`config.mk`:
```
export PLATFORM = sky130hd
export DESIGN_NAME = wb_commit_grf
export DESIGN_NICKNAME = d
export VERILOG_FILES = /design/src/rtl/wb_commit_grf.sv
export SDC_FILE = /design/constraint.sdc
export NUM_CORES = 2
export LEC_CHECK = 0
export CAP_MARGIN = 20
export CORE_ASPECT_RATIO = 0.8
export CORE_MARGIN = 2
export CORE_UTILIZATION = 29
export CTS_CLUSTER_SIZE = 10
export DETAILED_ROUTE_END_ITERATION = 10
export PLACE_DENSITY = 0.57
export SLEW_MARGIN = 0
export SYNTH_ARGS = -nofsm -noshare
export SYNTH_HDL_FRONTEND = slang
export SYNTH_SLANG_ARGS = --single-unit
```
`constraint.sdc`:
```
create_clock -name clk -period 80.9 [get_ports clk]
set_input_delay 20.225 -clock clk [delete_from_list [all_inputs] [get_ports clk]]
set_output_delay 20.225 -clock clk [all_outputs]
set_load 0.02 [all_outputs]
```
`src/rtl/wb_commit_grf.sv`:
```
`default_nettype none
// ============================================================================
//  Module      : wb_commit_grf
//  Description : Write-back commit stage. It decodes the registered W-stage
//                bundle, commits the result to a 32x32 general register file,
//                and serves two D-stage read ports with a same-cycle W->D
//                bypass. It also exports the commit triple to the hazard unit
//                and counts retired (non-bubble) instructions.
//                Optional macro GRF_DISPLAY_EN: prints a simulation trace line
//                for each commit.
//  Revision    : 1.0 - initial release
// ============================================================================
module wb_commit_grf #(
    parameter int CNT_W = 32
) (
    input  logic             clk,
    input  logic             reset,
    input  logic [31:0]      W_PC,
    input  logic [31:0]      W_instr,
    input  logic [31:0]      W_memOut,
    input  logic [31:0]      W_aluResult,
    input  logic [31:0]      W_hluResult,
    input  logic [4:0]       D_rs,
    input  logic [4:0]       D_rt,
    output logic [31:0]      D_rd1,
    output logic [31:0]      D_rd2,
    output logic             W_we,
    output logic [4:0]       W_addr,
    output logic [31:0]      W_data,
    output logic [CNT_W-1:0] retire_cnt
);

    localparam logic [1:0] c_SRC_ALU = 2'd0;
    localparam logic [1:0] c_SRC_HLU = 2'd1;
    localparam logic [1:0] c_SRC_MEM = 2'd2;
    localparam logic [1:0] c_SRC_PC8 = 2'd3;

    localparam logic [1:0] c_DST_RD  = 2'd0;
    localparam logic [1:0] c_DST_RT  = 2'd1;
    localparam logic [1:0] c_DST_RA  = 2'd2;

    logic [5:0]  w_op;
    logic [5:0]  w_funct;
    logic        w_wclass;
    logic [1:0]  w_src;
    logic [1:0]  w_dsel;
    logic [4:0]  w_dest;
    logic [31:0] w_result;

    // Register storage; index 0 exists only to keep indexing simple and is never written.
    logic [31:0]      r_regs [32];
    logic [CNT_W-1:0] r_retire;

    assign w_op    = W_instr[31:26];
    assign w_funct = W_instr[5:0];

    // Classify the instruction into write class, destination select and result source.
    always_comb begin
        w_wclass = 1'b0;
        w_src    = c_SRC_ALU;
        w_dsel   = c_DST_RD;
        case (w_op)
            6'h00: begin
                case (w_funct)
                    6'h20, 6'h21, 6'h22, 6'h23, 6'h24, 6'h25,
                    6'h2A, 6'h2B, 6'h00, 6'h02, 6'h03: begin
                        w_wclass = 1'b1;
                        w_src    = c_SRC_ALU;
                    end
                    6'h10, 6'h12: begin
                        w_wclass = 1'b1;
                        w_src    = c_SRC_HLU;
                    end
                    6'h09: begin
                        w_wclass = 1'b1;
                        w_src    = c_SRC_PC8;
                    end
                    default: w_wclass = 1'b0;
                endcase
            end
            6'h03: begin
                w_wclass = 1'b1;
                w_src    = c_SRC_PC8;
                w_dsel   = c_DST_RA;
            end
            6'h08, 6'h09, 6'h0C, 6'h0D, 6'h0F, 6'h0A, 6'h0B: begin
                w_wclass = 1'b1;
                w_src    = c_SRC_ALU;
                w_dsel   = c_DST_RT;
            end
            6'h23, 6'h21, 6'h25, 6'h20, 6'h24: begin
                w_wclass = 1'b1;
                w_src    = c_SRC_MEM;
                w_dsel   = c_DST_RT;
            end
            default: w_wclass = 1'b0;
        endcase
    end

    // Resolve destination index and result value from the decoded selects.
    always_comb begin
        case (w_dsel)
            c_DST_RT: w_dest = W_instr[20:16];
            c_DST_RA: w_dest = 5'd31;
            default:  w_dest = W_instr[15:11];
        endcase
        case (w_src)
            c_SRC_HLU: w_result = W_hluResult;
            c_SRC_MEM: w_result = W_memOut;
            c_SRC_PC8: w_result = W_PC + 32'd8;
            default:   w_result = W_aluResult;
        endcase
    end

    // A write to $0 is architecturally a no-op, so it is not reported as a commit.
    assign W_we   = w_wclass && (w_dest != 5'd0);
    assign W_addr = W_we ? w_dest   : 5'd0;
    assign W_data = W_we ? w_result : 32'd0;

    // Read ports: $0 is hard zero, a matching commit is bypassed, and reset forces zero
    // so nothing leaks through the bypass while the file is being cleared.
    always_comb begin
        if (reset || D_rs == 5'd0) begin
            D_rd1 = 32'd0;
        end else if (W_we && D_rs == W_addr) begin
            D_rd1 = W_data;
        end else begin
            D_rd1 = r_regs[D_rs];
        end
        if (reset || D_rt == 5'd0) begin
            D_rd2 = 32'd0;
        end else if (W_we && D_rt == W_addr) begin
            D_rd2 = W_data;
        end else begin
            D_rd2 = r_regs[D_rt];
        end
    end

    // Commit the result into the register file; reset wipes every entry.
    always_ff @(posedge clk or posedge reset) begin
        if (reset) begin
            for (int i = 0; i < 32; i++) begin
                r_regs[i] <= 32'd0;
            end
        end else if (W_we) begin
            r_regs[W_addr] <= W_data;
        end
    end

    // Count every non-bubble instruction reaching W; natural wrap at the top.
    always_ff @(posedge clk or posedge reset) begin
        if (reset) begin
            r_retire <= '0;
        end else if (W_instr != 32'd0) begin
            r_retire <= r_retire + 1'b1;
        end
    end

    assign retire_cnt = r_retire;

`ifdef GRF_DISPLAY_EN
    // Trace each commit in simulation.
    always @(posedge clk) begin
        if (W_we && !reset) begin
            $display("@%h: $%d <= %h", W_PC, W_addr, W_data);
        end
    end
`else
    // No commit trace in this build.
`endif

endmodule
`default_nettype wire

```
==> flow_summary.ini <==
[setup_path]
critPathArrivalTime_ps = 26250
crit_type = input port to output pin
slowest_stage = o21ai_2
critPathBufInv = 5
worst_ep_required_time_ps = 60670
end_kind = output pin
cp-start-kind = input port
cp_slowest_stage_delay_ps = 790
crit_fanout = 28
crit_family = buffers and inverters
cp_cell_sequence = clkdlybuf4s50_1 -> nor2b_1 -> o21ai_0 -> nor3_1 -> ha_1 -> o21ai_2 -> or4_1 -> a21bo_2 -> inv_4 -> buf_4 -> nand4_1 -> buf_4 -> o21ai_0 -> clkdlybuf4s50_1
reg2reg_slack_ps = 78780

[synth]
synth_seq_cells = 1056
synth.cell_area_sq_um = 56200
seq_area_frac_synth_pct = 47.0
synth_area_leaders = dfrtp_1 (47%), mux4_2 (25%), nand2_1 (8.6%)
ys_types = 69
synth_ff_type = dfrtp_1
synth-edff-count = 0
synth-async-reset-ratio_pct = 100
yosys_warnings = 0
synth_top_area_share_pct = 47.0
synth_top_area_cell = dfrtp_1
synth_area_per_cell_sq_um = 11.2
synthCells = 5002
synth.net_count = 5178

[layout]
fillCellCount = 19000
drive_gt1_share_pct = 19.2
nets = 5206
post-route-util_pct = 33.7
instances_no_fill = 7618
areaGrowthSynthToFinish_pct = 15.4

[die]
pin_count = 306
fp.coreArea_sq_um = 193000
die-height_um = 398
dieArea_sq_um = 197000
die_w_um = 496
row_count = 144
initial_core_util_pct = 29.2

[power]
clock_power_share_pct = 38.6
p_comb_share_pct = 14.4
p_int_uw = 913
p_sw_uw = 348
p_per_area_nw_per_um2 = 19.4
p_seq_share_pct = 47.0
p_sw_share_pct = 27.6
ir_worst_vdd_mv = 0.0169
leakage_uw = 0.0258
power_uw = 1260

[clock_tree]
post_cts_resized = 0
clkSinkCount = 1056
clk_pin_slew_ps = 60
cts-root-buf = clkbuf_16
cts_buffer_depth = 3
ctsHoldBuffers = 0
h-tree-depth = 3
cts_tree = done
numCtsBuffers = 119
post-cts-setup-buffers = 0
worstSkewPairLatency_ps = 750

[detailed_routing]
route.detailed.drc = 0
routed_via_density = 5.50
num_vias = 41900
firstDrtPassIters = 6
wirelength_um = 198000
ant_nets = 0
initialDrtViolationCount = 4396
wire_per_inst_um = 26.0

[sta]
tns_ps = 0
worstMarginPinSlew_ps = 1180
drv_slew = 0
max_freq_ghz = 0.0215
fin_crit_sh_pct = 57.4
setup_violations = 0
skew_ps = 13.2
finalHoldViolCount = 0
rsz0062_at_grt = false
slew_headroom_pct = 21.2
post-route-min-period_ps = 46480

[grt]
antenna_found_initial = 13
grt_pass1_wl_um = 294000
grt_max_degree = 159
grt_usage_pct = 20.1
grt_overflow = 0
grt_pass1_vias = 42200

[min_path]
hold_class = flop to flop

[placed_design]
dp.final_hpwl_um = 116000
dp.cells = 7461
portBuffers = 305
finalWeightedCongestion = 0.884

[outcome]
status = complete, no violations

[run]
cap_viol_max_count = 0
-- layout make-up --
class	count	area, sq um	area share [%]
Inverter	44	175	0.270
Timing Repair Buffer	422	4050	6.24
Clock buffer	136	3050	4.70
Tap cell	2555	3200	4.93
Sequential cell	1056	26400	40.7
Clock inverter	13	230	0.355
Multi-Input combinational cell	3387	27700	42.8
Antenna cell	5	12.5	0.0193
-- registers in the layout, summed over array words and instances (netlist names) --
signal / count
r_regs: 1024
retire_cnt: 32
-- power by group through the flow --
stage | sequential, uW | clock (uW) | combinational, uW
floorplan | 593 | 0 | 124
global placement | 598 | 0 | 179
detailed placement | 600 | 0 | 182
CTS | 592 | 498 | 182
global route | 597 | 520 | 197
finish | 593 | 487 | 181
-- placed cells by master, fill, tap and decap left out, types with 5 or more instances in the layout --
cell type	netlist	layout
dfrtp_1	1056	1056
or3_1	5	5
buf_4	28	112
xnor2_1	43	43
o211ai_2	22	20
a221oi_1	14	14
clkbuf_1	363	16
nand4_1	20	20
a21oi_1	16	13
inv_1	42	40
clkbuf_16	0	119
xor2_1	21	21
o21ai_1	470	470
o21ai_0	614	614
nor4_1	17	15
clkdlybuf4s50_1	0	295
or2_2	6	6
clkinv_16	0	5
nand3_1	42	23
nand2b_1	11	11
and3_1	5	5
mux4_2	636	636
nor2b_1	8	8
nor3_1	15	14
nand3_4	9	28
and4_1	7	7
a222oi_1	5	5
nand2_1	1286	1286
o211ai_1	11	11
diode_2	0	5
nor2_1	38	37
-- cell usage after synthesis, types with 3 or more instances --
cell and n:
buf_6 7, nor4_1 17, a211oi_1 4, or4_1 3
and3_1 5, and2_1 4, nand3_4 9, o211ai_1 11
a221oi_1 14, mux4_2 636, or2_2 6, xnor2_1 43
or3_1 5, nor3_1 15, nor2b_1 8, o21ai_1 470
clkbuf_1 363, nand2b_1 11, dfrtp_1 1056, nor2_1 38
o21ai_0 614, and4_1 7, nand3_1 42, a21boi_1 4
inv_1 42, ha_1 4, buf_2 59, a21oi_1 16
a221o_1 4, a31oi_1 3, o211ai_2 22, xor2_1 21
buf_1 51, o21a_1 4, nand4_1 20, a222oi_1 5
clkbuf_2 6, buf_4 28, a22oi_1 4, nand2_1 1286
-- worst paths after layout --
check | end | from | depth (start not counted)
worst max register to register | retire_cnt[31] | retire_cnt[12] | 7
worst max-delay path | D_rd2[9] | W_instr[29] | 14
max in group asynchronous | r_regs[356] | reset | 7
worst min register to register | r_regs[1013] | r_regs[1013] | 0
min in group asynchronous | r_regs[249] | reset | 2
worst min-delay path | r_regs[1013] | r_regs[1013] | 0
-- worst register-to-register path: stages (launching register included) --
cell	delay, ps
dfrtp_1	440
and4_1	260
and3_1	230
nand3_1	110
nor3_1	430
and4_1	280
nand3_1	100
xnor2_1	170
-- metal layers --
metal  up-vias  GRT usage, %  share of wire, %  wire length [um]
met5         -             0            0.0061                12
met3       349          4.02               7.6             15100
li1      18200             -                 -                 -
met4         2          7.93               4.1              8150
met2      1731          31.6                46             92200
met1     21600          27.3                42             82900
-- per-stage QoR --
stage	hold slack (ps)	setup WS [ps]	instance area [sq um]
2_1_floorplan	441	13300	56200
3_3_place_gp	377	34350	61500
3_5_place_dp	383	34270	61500
4_1_cts	395	34240	64800
5_1_grt	407	34060	64900
6_report	392	34420	64900
-- cell families (layout without fill, tap and decap cells) --
group	Yosys count	count (layout)	synth area share, %
compound gates	1194	1194	11.4
xor+xnor	64	64	0.997
fa+ha+maj	4	4	0.0890
buf+inv	559	615	4.18
flops	1056	1056	47.0
mux	639	639	25.5
other cells	0	5	0
simple gates	1486	1486	10.8
(Power assumes the default switching activity.)
